File: config.mk
export PLATFORM = sky130hd
export DESIGN_NAME = daa_result_reader
export DESIGN_NICKNAME = d
export VERILOG_FILES = /design/src/rtl/daa_result_reader.sv
export SDC_FILE = /design/constraint.sdc
export NUM_CORES = 1
export LEC_CHECK = 0
export CORE_MARGIN = 1
export CORE_UTILIZATION = 51
export DETAILED_ROUTE_END_ITERATION = 16
export GPL_ROUTABILITY_DRIVEN = 0
export GPL_TIMING_DRIVEN = 0
export PLACE_DENSITY = 0.76
export SLEW_MARGIN = 20
export SYNTH_ARGS = -nofsm -noshare
export SYNTH_HDL_FRONTEND = slang
export SYNTH_SLANG_ARGS = --single-unit
File: constraint.sdc
create_clock -name clk -period 1.8 [get_ports clk]
set_input_delay 0.18 -clock clk [delete_from_list [all_inputs] [get_ports clk]]
set_output_delay 0.18 -clock clk [all_outputs]
set_load 0.01 [all_outputs]
File: src/rtl/daa_result_reader.sv
// daa_result_reader
// Reads one DAA result snapshot over the byte-multiplexed o_in bus.
// sel steps through bytes 0..3 and each byte gets SETTLE+1 cycles to settle.
// freeze_n stays low for the whole read, so the DAA holds a coherent value.
// The reassembled fields are loaded together on the byte-3 capture edge.
// They hold until the next byte-3 capture, even while a new read is running.
// Optional feature: define DAA_RD_FRAME_CHECK_EN to flag a set bit 7 in byte 3 on err.
module daa_result_reader #(
   parameter int SETTLE = 1            // settle cycles per byte, legal 0..3
) (
   input  logic        clk,
   input  logic        rst,
   input  logic        start,
   input  logic [7:0]  o_in,
   output logic [1:0]  sel,
   output logic        freeze_n,
   output logic        busy,
   output logic        valid,
   input  logic        ready,
   output logic [9:0]  result,
   output logic [17:0] e_result,
   output logic [2:0]  exp_result,
   output logic        err
);

   localparam logic [1:0] SETTLE_CNT = 2'(SETTLE);

   typedef enum logic [2:0] {IDLE, PH0, PH1, PH2, PH3, DONE} state_t;

   state_t     state, state_nxt;
   logic [1:0] cnt, cnt_nxt;
   logic       settled;
   logic       cap;
   logic [7:0] b0, b1, b2;

   assign settled = (cnt == SETTLE_CNT);

   // State and settle counter; reset aborts any capture in flight
   always_ff @(posedge clk or negedge rst) begin
      if (!rst) begin
         state <= IDLE;
         cnt   <= 2'd0;
      end else begin
         state <= state_nxt;
         cnt   <= cnt_nxt;
      end
   end

   // Next state, settle count, capture strobe and Moore outputs
   always_comb begin
      state_nxt = state;
      cnt_nxt   = cnt;
      cap       = 1'b0;
      sel       = 2'd0;
      freeze_n  = 1'b1;
      busy      = 1'b0;
      valid     = 1'b0;
      case (state)
         IDLE: begin
            if (start) begin
               state_nxt = PH0;
               cnt_nxt   = 2'd0;
            end
         end
         PH0: begin
            sel      = 2'd0;
            freeze_n = 1'b0;
            busy     = 1'b1;
            if (settled) begin
               cap       = 1'b1;
               state_nxt = PH1;
               cnt_nxt   = 2'd0;
            end else begin
               cnt_nxt = cnt + 2'd1;
            end
         end
         PH1: begin
            sel      = 2'd1;
            freeze_n = 1'b0;
            busy     = 1'b1;
            if (settled) begin
               cap       = 1'b1;
               state_nxt = PH2;
               cnt_nxt   = 2'd0;
            end else begin
               cnt_nxt = cnt + 2'd1;
            end
         end
         PH2: begin
            sel      = 2'd2;
            freeze_n = 1'b0;
            busy     = 1'b1;
            if (settled) begin
               cap       = 1'b1;
               state_nxt = PH3;
               cnt_nxt   = 2'd0;
            end else begin
               cnt_nxt = cnt + 2'd1;
            end
         end
         PH3: begin
            sel      = 2'd3;
            freeze_n = 1'b0;
            busy     = 1'b1;
            if (settled) begin
               cap       = 1'b1;
               state_nxt = DONE;
               cnt_nxt   = 2'd0;
            end else begin
               cnt_nxt = cnt + 2'd1;
            end
         end
         DONE: begin
            valid = 1'b1;
            // A start in the same cycle as ready chains straight into the next read
            if (ready) begin
               state_nxt = start ? PH0 : IDLE;
               cnt_nxt   = 2'd0;
            end
         end
         default: begin
            state_nxt = IDLE;
            cnt_nxt   = 2'd0;
         end
      endcase
   end

   // Byte capture: bytes 0..2 are staged; byte 3 commits the whole snapshot at once
   always_ff @(posedge clk or negedge rst) begin
      if (!rst) begin
         b0         <= 8'd0;
         b1         <= 8'd0;
         b2         <= 8'd0;
         result     <= 10'd0;
         e_result   <= 18'd0;
         exp_result <= 3'd0;
      end else if (cap) begin
         case (state)
            PH0: b0 <= o_in;
            PH1: b1 <= o_in;
            PH2: b2 <= o_in;
            PH3: begin
               result     <= {o_in[6:5], b0};
               e_result   <= {o_in[4:0], b2, b1[7:3]};
               exp_result <= b1[2:0];
            end
            default: ;
         endcase
      end
   end

`ifdef DAA_RD_FRAME_CHECK_EN
   // Framing check: bit 7 of byte 3 carries no data and must read back as 0
   always_ff @(posedge clk or negedge rst) begin
      if (!rst)
         err <= 1'b0;
      else if (cap && state == PH3)
         err <= o_in[7];
   end
`else
   // Bit 7 of byte 3 carries no data, so nothing reads it without the check
   logic unused_frame_bit;
   assign unused_frame_bit = o_in[7];
   assign err = 1'b0;
`endif

endmodule
* Yosys cells after proc, flatten, opt, wreduce, memory -nomap -nowiden
Index checks and enable logic that the tools add are counted.
Cells by class: $add $sub $neg 1, multiplexer cells 18, eq/ne operators 12, reduce and logical (&&, ||, !) cells 8
Operators with widths (count):
- $mux 3 | 6
- $pmux 3 s6 | 1
- $ne 2x2->1 const B | 6
- $pmux 2 s3 | 2
- $reduce_and 2->1 | 5
- $eq 3x2->1 const B | 2
- $eq 3x3->1 const B | 2
- $mux 1 | 6
- $mux 2 | 3
- $reduce_and 6->1 | 1
- $reduce_or 4->1 | 1
- $eq 3x1->1 const B | 1
- $logic_not 3->1 | 1
- $add 2x1->2 const B | 1
- $eq 2x1->1 const B | 1
Word-level totals: output and inout port bits 37, input port bits 12, bits in registers 60, logic and storage cells 47

* Longest topological paths before layout
Gate-level depths: netlist of run 1.
depth after elaboration 4, gate-level depth with buffers 4

* Worst setup path before layout of run 1
No wires, ideal clock.
path type register -> register, start reg cnt[1], end reg b2[0], buffers on the path 1, path slack 0.413 ns, setup time 0.125 ns, cell stages (with the launch flop) 5, period minus slack after synthesis 1.387 ns, arrival 1.262 ns, path through dfrtp_1 and2b_2 and3_1 buf_4 mux2_2
Between the ends: word-level cells in the longest chain between the ends 4
RTL lines:
- start: declaration | line 31 | logic [1:0] cnt, cnt_nxt;
- start signal: assignment | line 45 | cnt <= cnt_nxt;
- $eq 2x1->1 | line 36 | assign settled = (cnt == SETTLE_CNT);
- $mux 1 (2 in a row)
- $reduce_and 2->1 (no line)
- end signal: assignment | line 141 | PH2: b2 <= o_in;
- end: declaration | line 34 | logic [7:0] b0, b1, b2;
Every way passes these cells. A chain may end at the register's enable or synchronous reset.

* Worst setup path after layout of run 1
start reg state[1], end out sel[0]
Between the ends: word-level cells in the longest chain between the ends 2, elaborated cells between the ends (all ways) 4, those cells by class eq/ne: 3; mux: 1
RTL lines:
- start: declaration | line 30 | state_t state, state_nxt;
- start signal: assignment | line 44 | state <= state_nxt;
- $eq 3x3->1 or $eq 3x2->1 (tied branches) | line 58 | case (state)
- $pmux 2 s3 * | line 58
- end: declaration | line 15 | output logic [1:0] sel,
Every way passes the cells marked *; elsewhere a longest branch is shown, timed or not.

==> results of run 1 <==
[power by group through the flow]
stage,combinational [W],sequential [W],clock [W]
2_1_floorplan,0.00127,0.00242,0
3_3_place_gp,0.00229,0.00231,0
3_5_place_dp,0.00237,0.00237,0
4_1_cts,0.00237,0.00238,0.00120
5_1_grt,0.00256,0.00247,0.00127
6_report,0.00239,0.00238,0.00117
[area by class of cell]
cell class / count / area (µm²)
flip-flops and latches: 60 / 1510
fillers: 331 / 1390
multi-input cells: 91 / 1010
repair buffers: 51 / 499
clock buffers: 12 / 155
well taps: 67 / 83.8
plain buffers: 7 / 71.3
clock inverters: 2 / 35.0
inverters: 1 / 3.75
[critical path, cell delays in order (launching register included)]
cell and delay, ps:
dfrtp_2 450, buf_8 140, buf_4 130, xnor2_1 120, nor2_1 90, dlygate4sd2_1 280
[what timing repair did]
item / 4_1_cts / 5_1_grt
gates cloned: 0 / 0
setup buffers: 1 / 2
resized for setup: 14 / 5
endpoints found under the setup margin: 5 / 4
pin swaps: 0 / 2
hold endpoints to repair: 60 / 0
hold buffers: 1 / 0
[state kept, by name (all words and copies together), names as in the netlist]
signal and cells:
state 3, cnt 2, b2 8, b0 8, result 10, b1 8
exp_result 3, e_result 18
[cell families (layout without fill, tap and decap cells)]
logic type                count (synthesis)  in the layout  share of synthesized area (%)
other                                     1              1                          0.147
muxes                                    56             56                           29.1
xor gates and xnor gates                  3              3                           1.03
and+or+nand+nor                          23             23                           6.13
AOI/OAI and AO/OA                         8              8                           2.21
DFF                                      60             60                           58.9
buffers and inverters                     9             73                           2.55
[layer usage]
layer	vias up	GRT usage (%)
met5	-	0
met4	0	11.8
met3	10	4.56
met2	42	33.3
met1	753	26.0
li1	688	-
[per-stage QoR]
| stage | instances | hold slack (ps) |
|---|---|---|
| after floorplan | 160 | -116 |
| after global placement | 274 | 484 |
| after detailed placement | 274 | 283 |
| after CTS | 289 | 477 |
| after global routing | 291 | 520 |
| final | 291 | 461 |
[cell usage in the layout, fill, tap and decap left out, types with 2 or more instances in the layout]
cell             count
dfrtp_1             57
clkdlybuf4s50_1     41
mux2_4              30
mux2_2              25
clkbuf_8            11
buf_4                6
nor2_1               4
nand2_1              3
buf_6                3
dlygate4sd2_1        3
dfrtp_2              3
o21ai_0              2
and2_1               2
nand3b_1             2
nor3_1               2
[worst paths after layout]
| path | startpoint | endpoint | cells past startpoint |
|---|---|---|---|
| max in group asynchronous | rst | state[1] | 2 |
| worst max-delay path | state[1] | sel[0] | 5 |
| min in group clk | b1[4] | e_result[1] | 1 |
| worst max register to register | state[0] | b2[0] | 4 |
| worst min-delay path | rst | b1[5] | 2 |
| worst min register to register | b1[4] | e_result[1] | 1 |
==> results.py, run 1 <==
metrics = {
    "run_status": {
        "status": "finished clean",
    },
    "power": {
        "power_density_mw_per_mm2": 1770,
        "clockPowerShare_pct": 19.8,
        "netSwitchingPower_w": 0.00173,
        "leakage_nw": 1.60,
        "ir_drop_mv": 0.914,
        "sequentialPowerShare_pct": 40.1,
        "combPwrFrac_pct": 40.2,
        "p_int_w": 0.00421,
        "report.power.total_w": 0.00594,
        "p_sw_share_pct": 29.1,
    },
    "route": {
        "wirelength_um": 4800,
        "drc": 0,
        "drt-initial-drc-count": 94,
        "dr.pass1.iters": 4,
        "wl_met1_um": 2090,
        "ant_nets": 0,
        "viasPerCell": 5.13,
        "wire_per_inst_um": 16.5,
        "dr.max_layer_used": "met4",
        "wl_met3_um": 148,
        "vias": 1493,
        "wl_met2_um": 2460,
    },
    "placement": {
        "portBuffers": 47,
        "dp_slack_ps": -94.7,
        "hpwl_um": 3180,
        "dpl_cell_area_mm2": 0.00310,
    },
    "cts": {
        "cts.clk_slew.worst_paths_ps": 60,
        "cts_tree": "done",
        "clock_path_buffers": 2,
        "cts_made_buffers": 9,
        "clkSinkCount": 60,
        "clock_latency_ps": 320,
        "root_buffer": "clkbuf_8",
        "cts_max_level": 3,
    },
    "yosys": {
        "synthArstFlopShare_pct": 100,
        "synth_cell_type_count": 32,
        "synthFlopType": "dfrtp_1",
        "synth_top_area_cell": "dfrtp_1",
        "yosysMostFrequentCell": "dfrtp_1",
        "synth_top_cells_by_area": "dfrtp_1, mux2_4, mux2_2, buf_6, nand4bb_4",
        "ys_seq_area_share_pct": 58.9,
        "yosysWarnings": 0,
        "syn_inst": 160,
        "avgSynthCellArea_um2": 15.9,
        "ys_ff_latch": 60,
        "synth_edf_count": 0,
        "netlist.area_leader.share_pct": 58.9,
        "syn_nets": 172,
        "synthTopCellsByCount": "dfrtp_1, mux2_4, mux2_2",
        "syn_area_mm2": 0.00255,
    },
    "cells_and_area": {
        "utilization_pct": 70.7,
        "fin_area_mm2": 0.00336,
        "diodes": 0,
        "nets": 233,
        "syn_to_final_growth_pct": 31.7,
        "layout-drive-gt1-share_pct": 39.7,
    },
    "worst_setup_path": {
        "reg2reg_slack_ps": 170,
        "crit_required_ps": 1620,
        "path_max_fanout": 6,
        "cp_data_arrival_time_ps": 1530,
        "worst_setup_path_start_kind": "flop",
        "end_kind": "output port",
        "critPathKind": "flop to output port",
    },
    "timing": {
        "tns_ps": 0,
        "setup_viol": 0,
        "slew_viol_final": 0,
        "layout_min_cycle_time_ps": 1710,
        "relSlewSlack_pct": 51.7,
        "fmax_mhz": 586,
        "hold_viol_final": 0,
        "fin_crit_sh_pct": 94.7,
        "rsz0062_at_grt": "no",
        "worst_slack_ps": 94.7,
        "skew_ps": 5.07,
        "worst_slew_pin_slew_ps": 725,
    },
    "floorplanning": {
        "io_pins": 49,
        "core_mm2": 0.00475,
        "initial_core_util_pct": 53.7,
        "die_height_um": 72.7,
        "die-area_mm2": 0.00529,
        "die_w_um": 72.7,
        "std_cell_rows": 25,
    },
    "global_route": {
        "antenna_found_initial": 0,
        "grt_pass1_vias": 1596,
        "grt_overflow": 0,
        "grt_first_pass_wirelength_um": 7960,
        "grt.total_usage_pct": 20.7,
        "grt_max_degree": 61,
    },
    "min_path": {
        "min_path_type": "input pin to async pin",
    },
    "run": {
        "cap_violations": 0,
    },
}
No activity file was read; power rests on OpenSTA's default activity.
==> run 2, diff against run 1 <==
Clock period 1.8 ns to 1.6 ns, I/O delays scaled along.
==> results.py, run 2 (same netlist as run 1, synthesis figures left out) <==
metrics = {
    "placement": {
        "hpwl_um": 3180,
        "portBuffers": 47,
        "dpl_cell_area_mm2": 0.00310,
        "dpl.cell_count": 274,
    },
    "global_route": {
        "grt_overflow": 0,
        "grt_pass1_vias": 1644,
        "antenna_found_initial": 0,
        "grt_max_degree": 61,
        "grt_first_pass_wirelength_um": 8420,
        "grt.total_usage_pct": 22.0,
    },
    "cells_and_area": {
        "regMostFlops": "e_result",
        "finalNonFillerCells": 299,
        "largest_reg_flops": 18,
        "layout_common_cells": "dfrtp_1, clkdlybuf4s50_1, mux2_4",
        "nets": 241,
        "syn_to_final_growth_pct": 35.5,
        "final_common_cell": "dfrtp_1",
        "diodes": 0,
        "largestRegisters": "e_result: 18 flops, result: 10 flops",
        "fin_area_mm2": 0.00346,
        "layout-drive-gt1-share_pct": 44.4,
    },
    "cts": {
        "clock_latency_ps": 320,
        "cts.clk_slew.worst_paths_ps": 60,
        "cts_max_level": 3,
        "cts_tree": "done",
        "clkSinkCount": 60,
        "clock_path_buffers": 2,
        "root_buffer": "clkbuf_8",
        "cts_made_buffers": 9,
    },
    "worst_setup_path": {
        "reg2reg_slack_ps": 20,
        "critPathKind": "flop to flop",
        "worst_setup_path_start_kind": "flop",
        "slowest_delay_ps": 430,
        "crit_chain": "buf_4 -> nor2b_2 -> and3_1 -> buf_6 -> mux2_2",
        "end_kind": "flop",
        "r2r_start": "state[2]",
        "path_max_fanout": 9,
        "crit_slowest_cell": "dfrtp_2",
        "crit_required_ps": 1810,
        "crit_path_start": "state[2]",
        "cp_data_arrival_time_ps": 1790,
    },
    "timing": {
        "relSlewSlack_pct": 50.6,
        "rsz0062_at_grt": "yes",
        "worst_slew_pin_slew_ps": 740,
        "hold_viol_final": 0,
        "setup_viol": 0,
        "slew_viol_final": 0,
        "fmax_mhz": 631,
        "layout_min_cycle_time_ps": 1580,
        "fin_crit_sh_pct": 99.0,
        "tns_ps": 0,
        "skew_ps": 3.90,
    },
    "floorplanning": {
        "core_mm2": 0.00475,
        "std_cell_rows": 25,
        "die_height_um": 72.7,
        "initial_core_util_pct": 53.7,
        "die-area_mm2": 0.00529,
        "io_pins": 49,
        "die_w_um": 72.7,
    },
    "run_status": {
        "status": "finished clean",
    },
    "power": {
        "ir_drop_mv": 1.07,
        "leakage_nw": 1.64,
        "power_density_mw_per_mm2": 1990,
    },
    "route": {
        "drt-initial-drc-count": 83,
        "drc": 0,
        "ant_nets": 0,
        "dr.pass1.iters": 4,
        "viasPerCell": 5.13,
        "wire_per_inst_um": 17.4,
        "wirelength_um": 5210,
        "vias": 1533,
    },
    "run": {
        "cap_violations": 0,
    },
    "min_path": {
        "min_path_type": "input pin to async pin",
    },
}
run 2: cell types whose count changed in the layout (fill, tap and decap cells not counted), moves of 2 or more:
cell	change
buf_4	+4
clkbuf_2	+2
dlygate4sd2_1	-3
buf_6	+2
buf_2	+2
run 2: timing repair:
item / in CTS / in global routing
pin swaps: 2 / 2
hold buffers: 1 / 0
gates resized for setup: 27 / 12
setup endpoints to repair: 5 / 40
hold endpoints to repair: 60 / 0
setup buffers: 8 / 2
cloned: 0 / 1
run 2: power by group:
part	internal (W)	switching (W)	total (W)
logic	0.00185	0.00109	0.00294
registers	0.00222	0.000407	0.00263
clock network	0.000785	0.000543	0.00133
run 2: path summary, 6_finish.rpt:
check | to | cells after the start
worst min register to register | e_result[1] | 1
worst max register to register | b2[0] | 5
min in group clk | e_result[1] | 1
worst max-delay path | b2[0] | 5
max in group asynchronous | state[0] | 2
worst min-delay path | b1[5] | 2
run 2: area by class of cell:
class	count	area [µm²]
repair buffers	58	554
fillers	321	1300
plain buffers	8	101
clock inverters	2	35.0
well taps	67	83.8
flip-flops and latches	60	1510
clock buffers	12	155
multi-input cells	91	1020
inverters	1	3.75
run 2: worst max-delay path, delay by kind of cell (launching register included):
kind                   cells  cell delay (ps)
DFF                        1              430
and+or+nand+nor            2              370
muxes                      1              340
buffers and inverters      2              330
run 2: per-layer routing:
| metal | GRT usage, % | vias up | wire [µm] |
|---|---|---|---|
| met5 | 0 | - | 0 |
| met4 | 11.8 | 0 | 100 |
| met3 | 4.56 | 10 | 138 |
| met2 | 35.5 | 42 | 2730 |
| met1 | 27.9 | 782 | 2240 |
| li1 | - | 699 | - |
run 2: metrics by stage:
stage	total power [W]	hold WS (ps)	utilization, %	setup WS (ps)
detailed placement	0.00533	263	65.3	-275
floorplan	0.00415	-136	-	213
CTS	0.00688	457	71.7	-1.30
global placement	0.00517	484	65.3	-1330
finish	0.00689	439	72.7	16.3
global route	0.00729	510	72.7	-52.0
